===== src/rtl/ccd_adc_sample_capture_pkg.sv =====
// ccd_capture_pkg: shared FSM state type, default widths and FIFO entry layout
// for the CCD ADC sample capture block.
package ccd_capture_pkg;
    localparam int DEF_DATA_W = 12;
    localparam int DEF_IDX_W  = 10;
    typedef enum logic [1:0] {IDLE, CONV, SHIFT, PUSH} state_t;
    typedef struct packed {
        logic [DEF_IDX_W-1:0]  index;
        logic [DEF_DATA_W-1:0] data;
    } entry_t;
endpackage


===== src/rtl/ccd_adc_sample_capture_if.sv =====
// ccd_adc_sample_capture_if: tagged-sample stream toward the DMA side.
// pix_data/pix_index : FIFO head sample and its pixel index
// pix_valid          : FIFO non-empty
// pix_ready          : consumer pops the head when valid & ready
interface ccd_adc_sample_capture_if
    import ccd_capture_pkg::*;
#(
    parameter int DATA_W = DEF_DATA_W,
    parameter int IDX_W  = DEF_IDX_W
);
    logic [DATA_W-1:0] pix_data;
    logic [IDX_W-1:0]  pix_index;
    logic              pix_valid;
    logic              pix_ready;
    modport master (output pix_data, pix_index, pix_valid, input pix_ready);
    modport slave  (input pix_data, pix_index, pix_valid, output pix_ready);
endinterface


===== src/rtl/ccd_adc_sample_capture_fifo.sv =====
// capture_fifo: first-word fall-through FIFO, async active-low reset.
// i_wr_en/i_wr_data : push (accepted when not full, or full with a pop this cycle)
// i_rd_en           : pop the head when non-empty
// o_rd_data         : head entry (0 while empty)
// o_full/o_empty    : occupancy flags
module capture_fifo #(
    parameter int WIDTH = 22,
    parameter int DEPTH = 8
) (
    input  logic             i_clk,
    input  logic             i_rst_n,
    input  logic             i_wr_en,
    input  logic [WIDTH-1:0] i_wr_data,
    input  logic             i_rd_en,
    output logic [WIDTH-1:0] o_rd_data,
    output logic             o_full,
    output logic             o_empty
);
    localparam int AW = $clog2(DEPTH);
    logic [WIDTH-1:0] mem [DEPTH];
    logic [AW:0] wr_ptr, rd_ptr;
    logic do_rd, do_wr;
    assign o_empty   = wr_ptr == rd_ptr;
    assign o_full    = (wr_ptr - rd_ptr) == (AW+1)'(DEPTH);
    assign do_rd     = i_rd_en & ~o_empty;
    assign do_wr     = i_wr_en & (~o_full | do_rd);
    assign o_rd_data = o_empty ? '0 : mem[rd_ptr[AW-1:0]];
    always_ff @(posedge i_clk or negedge i_rst_n) begin
        if (!i_rst_n) begin
            wr_ptr <= '0;
            rd_ptr <= '0;
        end else begin
            wr_ptr <= wr_ptr + (AW+1)'(do_wr);
            rd_ptr <= rd_ptr + (AW+1)'(do_rd);
        end
    end
    always_ff @(posedge i_clk) begin
        if (do_wr) mem[wr_ptr[AW-1:0]] <= i_wr_data;
    end
endmodule


===== src/rtl/ccd_adc_sample_capture.sv =====
// ccd_adc_sample_capture: drives a serial ADC per start strobe, tags each sample
// with its pixel index in the current CCD line and queues it in a FWFT FIFO.
// i_adc_start/i_phi_p : async start-conversion strobe / line-start pulse
// o_adc_cnv/o_adc_sck/i_adc_sdo : serial ADC, MSB first
// pix                 : tagged sample stream (master side)
// o_line_done         : one-cycle pulse on the last pixel of a line
// o_overrun/i_clr_overrun : sticky error flag and its clear
module ccd_adc_sample_capture
    import ccd_capture_pkg::*;
#(
    parameter int DATA_W      = DEF_DATA_W,
    parameter int IDX_W       = DEF_IDX_W,
    parameter int PIXELS      = 512,
    parameter int CONV_CYCLES = 40,
    parameter int SCK_DIV     = 2,
    parameter int FIFO_DEPTH  = 8
) (
    input  logic i_clk,
    input  logic i_rst_n,
    input  logic i_enable,
    input  logic i_adc_start,
    input  logic i_phi_p,
    output logic o_adc_cnv,
    output logic o_adc_sck,
    input  logic i_adc_sdo,
    ccd_adc_sample_capture_if.master pix,
    output logic o_line_done,
    output logic o_overrun,
    input  logic i_clr_overrun
);
    localparam int CW = $clog2(CONV_CYCLES + 1);
    localparam int DW = $clog2(SCK_DIV + 1);
    localparam int BW = $clog2(DATA_W + 1);
    localparam logic [IDX_W-1:0] LAST = IDX_W'(PIXELS - 1);
    // bits [1:0] form the synchroniser, bit 2 holds the previous value for edge detect
    logic [2:0] start_sync, phi_sync;
    logic start_evt, line_evt;
    state_t state, state_n;
    logic [CW-1:0] cnt, cnt_n;
    logic [DW-1:0] div, div_n;
    logic [BW-1:0] bits, bits_n;
    logic [DATA_W-1:0] sreg, sreg_n;
    logic [IDX_W-1:0] idx, idx_n;
    logic sck_n, line_full, line_full_n, wr_en, ovr_set, line_done_n, fifo_full, fifo_empty;
    logic [IDX_W+DATA_W-1:0] head;
    assign start_evt = start_sync[1] & ~start_sync[2];
    assign line_evt  = phi_sync[1] & ~phi_sync[2];
    assign o_adc_cnv = state == CONV;
    always_comb begin
        state_n     = state;
        cnt_n       = cnt;
        div_n       = div;
        bits_n      = bits;
        sck_n       = o_adc_sck;
        sreg_n      = sreg;
        idx_n       = idx;
        line_full_n = line_full;
        wr_en       = 1'b0;
        line_done_n = 1'b0;
        ovr_set     = start_evt & (state != IDLE) & ~line_evt;
        if (line_evt) begin
            state_n     = IDLE;
            sck_n       = 1'b0;
            idx_n       = '0;
            line_full_n = 1'b0;
        end else begin
            case (state)
                IDLE: if (start_evt && i_enable) begin
                    state_n = CONV;
                    cnt_n   = CW'(CONV_CYCLES - 1);
                end
                CONV: if (cnt == '0) begin
                    state_n = SHIFT;
                    bits_n  = BW'(DATA_W);
                    div_n   = DW'(SCK_DIV - 1);
                end else cnt_n = cnt - CW'(1);
                SHIFT: if (div != '0) div_n = div - DW'(1);
                else begin
                    div_n = DW'(SCK_DIV - 1);
                    sck_n = ~o_adc_sck;
                    // data is captured on the edge that drives SCK high; the falling edge after the last bit ends the frame
                    if (!o_adc_sck) begin
                        sreg_n = {sreg[DATA_W-2:0], i_adc_sdo};
                        bits_n = bits - BW'(1);
                    end else if (bits == '0) state_n = PUSH;
                end
                PUSH: begin
                    state_n     = IDLE;
                    wr_en       = ~fifo_full | pix.pix_ready;
                    ovr_set     = ovr_set | (fifo_full & ~pix.pix_ready) | line_full;
                    line_done_n = (idx == LAST) & ~line_full;
                    if (idx == LAST) line_full_n = 1'b1;
                    else idx_n = idx + IDX_W'(1);
                end
                default: state_n = IDLE;
            endcase
        end
    end
    always_ff @(posedge i_clk or negedge i_rst_n) begin
        if (!i_rst_n) begin
            start_sync  <= '0;
            phi_sync    <= '0;
            state       <= IDLE;
            cnt         <= '0;
            div         <= '0;
            bits        <= '0;
            o_adc_sck   <= 1'b0;
            sreg        <= '0;
            idx         <= '0;
            line_full   <= 1'b0;
            o_line_done <= 1'b0;
            o_overrun   <= 1'b0;
        end else begin
            start_sync  <= {start_sync[1:0], i_adc_start};
            phi_sync    <= {phi_sync[1:0], i_phi_p};
            state       <= state_n;
            cnt         <= cnt_n;
            div         <= div_n;
            bits        <= bits_n;
            o_adc_sck   <= sck_n;
            sreg        <= sreg_n;
            idx         <= idx_n;
            line_full   <= line_full_n;
            o_line_done <= line_done_n;
            o_overrun   <= ovr_set | (o_overrun & ~i_clr_overrun);
        end
    end
    capture_fifo #(.WIDTH(IDX_W + DATA_W), .DEPTH(FIFO_DEPTH)) u_fifo (
        .i_clk     (i_clk),
        .i_rst_n   (i_rst_n),
        .i_wr_en   (wr_en),
        .i_wr_data ({idx, sreg}),
        .i_rd_en   (pix.pix_ready),
        .o_rd_data (head),
        .o_full    (fifo_full),
        .o_empty   (fifo_empty)
    );
    assign {pix.pix_index, pix.pix_data} = head;
    assign pix.pix_valid = ~fifo_empty;
endmodule

===== src/flat_wrapper.sv =====
// flat-port wrapper written by rule: the top's interface ports become plain ports
module ccd_adc_sample_capture_flat import ccd_capture_pkg::*;
#(
    parameter int DATA_W      = DEF_DATA_W,
    parameter int IDX_W       = DEF_IDX_W,
    parameter int PIXELS      = 512,
    parameter int CONV_CYCLES = 40,
    parameter int SCK_DIV     = 2,
    parameter int FIFO_DEPTH  = 8
)
  (i_clk, i_rst_n, i_enable, i_adc_start, i_phi_p, o_adc_cnv, o_adc_sck, i_adc_sdo, o_line_done, o_overrun, i_clr_overrun, pix_pix_data, pix_pix_index, pix_pix_valid, pix_pix_ready);
  ccd_adc_sample_capture_if #(.DATA_W(DATA_W), .IDX_W(IDX_W)) pix_i ();
  input  logic i_clk;
  input  logic i_rst_n;
  input  logic i_enable;
  input  logic i_adc_start;
  input  logic i_phi_p;
  output logic o_adc_cnv;
  output logic o_adc_sck;
  input  logic i_adc_sdo;
  output logic o_line_done;
  output logic o_overrun;
  input  logic i_clr_overrun;
  output wire logic [$bits(pix_i.pix_data)-1:0] pix_pix_data;
  output wire logic [$bits(pix_i.pix_index)-1:0] pix_pix_index;
  output wire logic [$bits(pix_i.pix_valid)-1:0] pix_pix_valid;
  input wire logic [$bits(pix_i.pix_ready)-1:0] pix_pix_ready;
  assign pix_pix_data = pix_i.pix_data;
  assign pix_pix_index = pix_i.pix_index;
  assign pix_pix_valid = pix_i.pix_valid;
  assign pix_i.pix_ready = pix_pix_ready;
  ccd_adc_sample_capture #(.DATA_W(DATA_W), .IDX_W(IDX_W), .PIXELS(PIXELS), .CONV_CYCLES(CONV_CYCLES), .SCK_DIV(SCK_DIV), .FIFO_DEPTH(FIFO_DEPTH)) u_core (.i_clk(i_clk), .i_rst_n(i_rst_n), .i_enable(i_enable), .i_adc_start(i_adc_start), .i_phi_p(i_phi_p), .o_adc_cnv(o_adc_cnv), .o_adc_sck(o_adc_sck), .i_adc_sdo(i_adc_sdo), .pix(pix_i), .o_line_done(o_line_done), .o_overrun(o_overrun), .i_clr_overrun(i_clr_overrun));
endmodule

===== config.mk =====
export PLATFORM = sky130hd
export DESIGN_NAME = ccd_adc_sample_capture_flat
export DESIGN_NICKNAME = d
export VERILOG_FILES = /design/src/rtl/ccd_adc_sample_capture_pkg.sv /design/src/rtl/ccd_adc_sample_capture_if.sv /design/src/rtl/ccd_adc_sample_capture_fifo.sv /design/src/rtl/ccd_adc_sample_capture.sv /design/src/flat_wrapper.sv
export SDC_FILE = /design/constraint.sdc
export NUM_CORES = 1
export LEC_CHECK = 0
export ABC_AREA = 0
export CORE_ASPECT_RATIO = 0.8
export CORE_UTILIZATION = 55
export CTS_CLUSTER_DIAMETER = 150
export CTS_CLUSTER_SIZE = 20
export DETAILED_ROUTE_END_ITERATION = 10
export MAX_ROUTING_LAYER = met4
export PLACE_DENSITY = 0.73
export SYNTH_ARGS = -nofsm -noshare
export SYNTH_HDL_FRONTEND = slang
export SYNTH_SLANG_ARGS = --single-unit

===== constraint.sdc =====
create_clock -name i_clk -period 6.05 [get_ports i_clk]
set_clock_uncertainty 0.1 [all_clocks]
set_input_delay 1.5125 -clock i_clk [delete_from_list [all_inputs] [get_ports i_clk]]
set_output_delay 1.5125 -clock i_clk [all_outputs]
set_load 0.03 [all_outputs]

Yosys cells after proc, flatten, opt, wreduce, memory -nomap -nowiden
Memory sizes are Yosys's and may differ from the RTL's. Cells that the tools add are included.

Bits in registers: 54. Memory bits (writable): 176. Input port bits: 8. Output and inout port bits: 27. Logic and storage cells: 118. Memories kept: 1.

Memory list: u_core.u_fifo.mem (depth 8, bits a word 22, rd ports 1, clocked after memory_dff 0, write ports 1, RTL line ccd_adc_sample_capture_fifo.sv:20) `logic [WIDTH-1:0] mem [DEPTH];`.

$add $sub $neg: 7. Eq/ne operators: 18. Muxes and demuxes: 35. Bitwise logic cells: 24. Reductions and logical operators: 19.

Operators by type and width (number): $mux 10 (3); $mux 22 (1); $mux 2 (8); $mux 1 (14); $reduce_bool 2->1 (7); $mux 4 (3); $mux 6 (2); $ne 3x1->1 const B (4); $pmux 6 s2 (1); $add 10x1->10 const B (1); $eq 10x9->1 const B (1); $not 1->1 (10); $reduce_and 5->1 (2); $and 1x1->1 (9); $add 4x1->4 (2); $ne 2x1->1 const B (4); $pmux 2 s4 (1); $pmux 4 s2 (1); $reduce_and 4->1 (2); $logic_not 6->1 (1); $ne 2x2->1 const B (3); $reduce_and 2->1 (3); $sub 6x1->6 const B (1); $or 1x1->1 (5); 13 further kinds (14).

Logic depth before layout (Yosys ltp)
Depth in word-level cells: 9. Mapped depth: 13. Mapped depth without buffers: 10.

Cells and area by module
A second synthesis with hierarchy kept.

Cell total of the unflattened synthesis: 578. Area total of the unflattened synthesis: 9743.1 µm².

Modules (own cells, without submodules): capture_fifo (instances 1, cells each 362, area each 7397.1 µm², seq. area each 5485.3 µm²); ccd_adc_sample_capture (instances 1, cells each 216, area each 2346.0 µm², seq. area each 1151.1 µm²).

Least setup slack after synthesis
Ideal clock, no wire load.

Kind: reg2reg. From: reg u_core.u_fifo.rd_ptr[1]. To: mem u_core.u_fifo.mem[2][0], enable pin. Setup time: 0.465 ns. Data arrival time: 4.473 ns. Required time: 5.485 ns. Path slack: 1.012 ns. Cell stages (with the launch flop): 11. Buffers on the path: 3. Period minus slack after synthesis: 5.038 ns. Cells stage by stage: dfrtp_1 > buf_2 > buf_1 > inv_1 > ha_1 > and4_1 > buf_2 > inv_1 > a211o_2 > o21bai_4 > nor4b_1.

Elaborated cells on any way between the ends: 13. Classes of those cells: 1 x add/sub; 2 x eq/ne; 4 x mux; 6 x bitwise.

RTL lines: from (decl) (RTL line ccd_adc_sample_capture_fifo.sv:21) `logic [AW:0] wr_ptr, rd_ptr;`; from (signal assigned) (RTL line ccd_adc_sample_capture_fifo.sv:34) `rd_ptr <= rd_ptr + (AW+1)'(do_rd);`; $eq 4x4->1 (RTL line ccd_adc_sample_capture_fifo.sv:23) `assign o_empty = wr_ptr == rd_ptr;`; $not 1->1; via pix_pix_valid (RTL line flat_wrapper.sv:26) `output wire logic [$bits(pix_i.pix_valid)-1:0] pix_pix_valid;`; $and 1x1->1 (RTL line ccd_adc_sample_capture_fifo.sv:25) `assign do_rd = i_rd_en & ~o_empty;`; $or 1x1->1 (RTL line ccd_adc_sample_capture_fifo.sv:26) `assign do_wr = i_wr_en & (~o_full | do_rd);`; $and 1x1->1 (RTL line ccd_adc_sample_capture_fifo.sv:26); $mux 1 (RTL line ccd_adc_sample_capture_fifo.sv:38) `if (do_wr) mem[wr_ptr[AW-1:0]] <= i_wr_data;`; $mux 1 (implied by the code) (RTL line ccd_adc_sample_capture_fifo.sv:38); to (decl) (RTL line ccd_adc_sample_capture_fifo.sv:20).

The timed path passes the listed nets, and every way through them passes these cells.

Worst setup path in the final report
From: reg u_core.u_fifo.rd_ptr[2]. To: out pix_pix_valid.

Cells in the longest elaborated chain, start to end: 2.

Ends and longest elaborated chain: $eq 4x4->1 (RTL line ccd_adc_sample_capture_fifo.sv:23); $not 1->1 (RTL line ccd_adc_sample_capture.sv:139) `assign pix.pix_valid = ~fifo_empty;`; to (decl) (RTL line flat_wrapper.sv:26).

Every way passes these cells.

==> run summary <==
unrepaired setup endpoints after global routing: no
P_int: 2.96 mW
hold slack: 0.253 ns
R2R depth: 11
clock buffer depth: 3
Iteration-0 DRC Markers: 315
fmax: 194 MHz
critical path required time: 4.44 ns
run status: completed
Fin. Hold Viols: 0
Post-Syn Area per Cell: 16.7 um2
fin. max-slew vios: 0
final std cells w/o fill: 825
Critical Path Fanout Max: 25
Clk network pwr share: 21.3%
crit end category: primary output
core area: 16600 um2
Worst Hold Launch: u_core.phi_sync[0]
grt met2 use: 34.2%
ratio of cells with drive above 1 in the final layout: 17.4%
switching pwr: 1.52 mW
num rows: 42
nets: 621
number of synthesized flops with an enable pin: 176
met1 GRT Util: 31.0%
initial antenna violation count: 0
Worst-Margin Slew: 1.19 ns
post-synth top area share: 56.5%
Leak: 3.77 nW
Placer Congestion: 0.767
post-synthesis sequential area ratio: 71.0%
syn nets: 583
Seq pwr share: 44.6%
Worst Setup Start Kind: flip-flop
CTS Buf Count: 15
met3 Track Usage GR: 2.97%
CTS H-tree lvls: 1
crit path from: u_core.u_fifo.rd_ptr[2]
register bit total from synthesis: 230
drt total wl: 17.7 mm
ys flop type: edfxtp_1
# hold bufs at CTS: 0
die area: 17500 um2
post-layout util: 62.7%
placed cells: 800
DRC viols: 0
gr busiest metal: met2
routed via count: 4923
post-CTS setup buffers: 0
dominant cell by count in the synthesized netlist: edfxtp_1
CTS tree: done
n_diodes: 0
CP Class: flip-flop to primary output
drt pass-1 iters: 5
setup TNS: 0 ns
vias per cell: 5.97
Antenna Nets Post-Route: 0
Post-Syn Instances: 559
Hold Crit Class: flip-flop to flip-flop
post-DP HPWL: 10.1 mm
fin crit share: 85.0%
top post-synthesis cells by area: edfxtp_1, dfrtp_1, mux4_2
Arrival @ worst endpoint: 3.53 ns
Cell Pwr Density: 430 nW/um2
first-pass GRT wire length: 28.2 mm
clock sink total: 230
die width: 148 um
sw frac: 34.0%
Area growth, synth to finish: 11.3%
min Tclk post-route: 5.14 ns
PostCTS Resize Cnt: 0
Port Buffers: 34
Root Driver: clkbuf_16
clk_lat worst skew: 0.47 ns
largest net degree at the start of global routing: 55
GRT Overall Usage: 22.0%
Yosys top cell by area: edfxtp_1
Async SR Flop Fraction: 23.5%
reg-to-reg startpoint: u_core.u_fifo.rd_ptr[2]
Clock transition at path regs: 0.08 ns
Syn Std Cell Area: 9350 um2
synth unique cells: 54
Final setup violation count: 0
die span in y: 119 um
Peak VDD IR: 0.286 mV
WHS Path Cells: 0
per-cell routed wire length: 21.4 um
Ys Warns: 0
combinational power share: 34.1%
final global-route overflow total: 0
I/O Pins: 35
top cells by count, synth: edfxtp_1, nand2_1, dfrtp_1
Rel. slew slack: 21.0%
Max Cap Viol: 0
initial core utilization: 56.3%
number of global-route vias before repair: 5093
-- cells by family (layout without fill, tap and decap cells) --
logic type	count (synthesis)	count (layout)	share of synthesized area (%)
buffers and inverters	42	88	1.97
muxes	58	58	12.3
xor gates and xnor gates	15	15	1.40
AOI/OAI and AO/OA	58	58	3.97
and+or+nand+nor	140	140	7.29
DFF	230	230	71.0
adders and majority gates	16	16	2.14
-- area by class of cell --
type / count / area, um2
sequential: 230 / 6640
inverter: 15 / 56.3
fill: 1231 / 6200
multi-input combinational: 287 / 2580
clock inverter: 1 / 11.3
clock buffer: 24 / 409
tap: 220 / 275
timing repair buffer: 48 / 440
-- worst max-delay path, cell delays in order (launching register included) --
cell,delay (ns)
dfrtp_1,0.32
buf_4,0.33
inv_1,0.12
ha_1,0.38
and4_1,1.01
inv_1,0.23
clkdlybuf4s50_1,0.66
-- sequential cells by signal, summed over array words and instances, names as in the netlist, 3 cells and up --
| signal | cells |
|---|---|
| u_core.bits | 4 |
| u_core.cnt | 6 |
| u_core.idx | 10 |
| u_core.phi_sync | 3 |
| u_core.sreg | 12 |
| u_core.start_sync | 3 |
| u_core.u_fifo.mem | 176 |
| u_core.u_fifo.rd_ptr | 4 |
| u_core.u_fifo.wr_ptr | 4 |
-- final timing paths --
check                                                to  slack, ns
min in group asynchronous       u_core.u_fifo.rd_ptr[3]       1.09
worst min register to register       u_core.phi_sync[1]       0.25
worst max-delay path                      pix_pix_valid       0.91
max in group asynchronous       u_core.u_fifo.rd_ptr[0]       4.24
worst max register to register  u_core.u_fifo.wr_ptr[2]       2.04
worst min-delay path                 u_core.phi_sync[1]       0.25
-- per-stage QoR --
| stage | area (um2) | setup slack [ns] | power [mW] |
|---|---|---|---|
| final | 10400 | 0.905 | 4.48 |
| after global routing | 10400 | 0.712 | 4.70 |
| after CTS | 10400 | 0.868 | 4.52 |
| after detailed placement | 9990 | 1.37 | 3.57 |
| after global placement | 9990 | 1.43 | 3.53 |
| after floorplan | 9350 | 1.01 | 3.06 |
-- layout by cell type, fill, tap and decap left out, types with 4 or more instances in the layout --
cell type and n:
ha_1 16, clkbuf_1 9, dfrtp_1 52, xor2_1 10, nand2_1 65, nor4b_2 4, mux2_2 12, xnor2_1 5
nor2b_1 4, clkdlybuf4s50_1 33, clkbuf_16 15, nand4_1 4, buf_4 14, mux4_2 44, nor2_1 21, inv_1 15
o21ai_0 7, a21oi_1 31, nand3_1 14, edfxtp_1 176
-- metal layers --
metal	vias up	part of all wire, %	wire [um]
li1	2207	-	-
met1	2554	44	7850
met2	136	48	8520
met3	26	5.4	955
met4	0	2.1	365
met5	-	0	0
-- power by group through the flow --
stage	Combinational [mW]	Sequential [mW]	Clock (mW)
floorplan	1.10	1.96	0
global placement	1.50	2.02	0
detailed placement	1.54	2.04	0
CTS	1.55	2.00	0.975
global route	1.65	2.02	1.03
finish	1.53	2.00	0.955
Power figures use the tool's default switching activity.
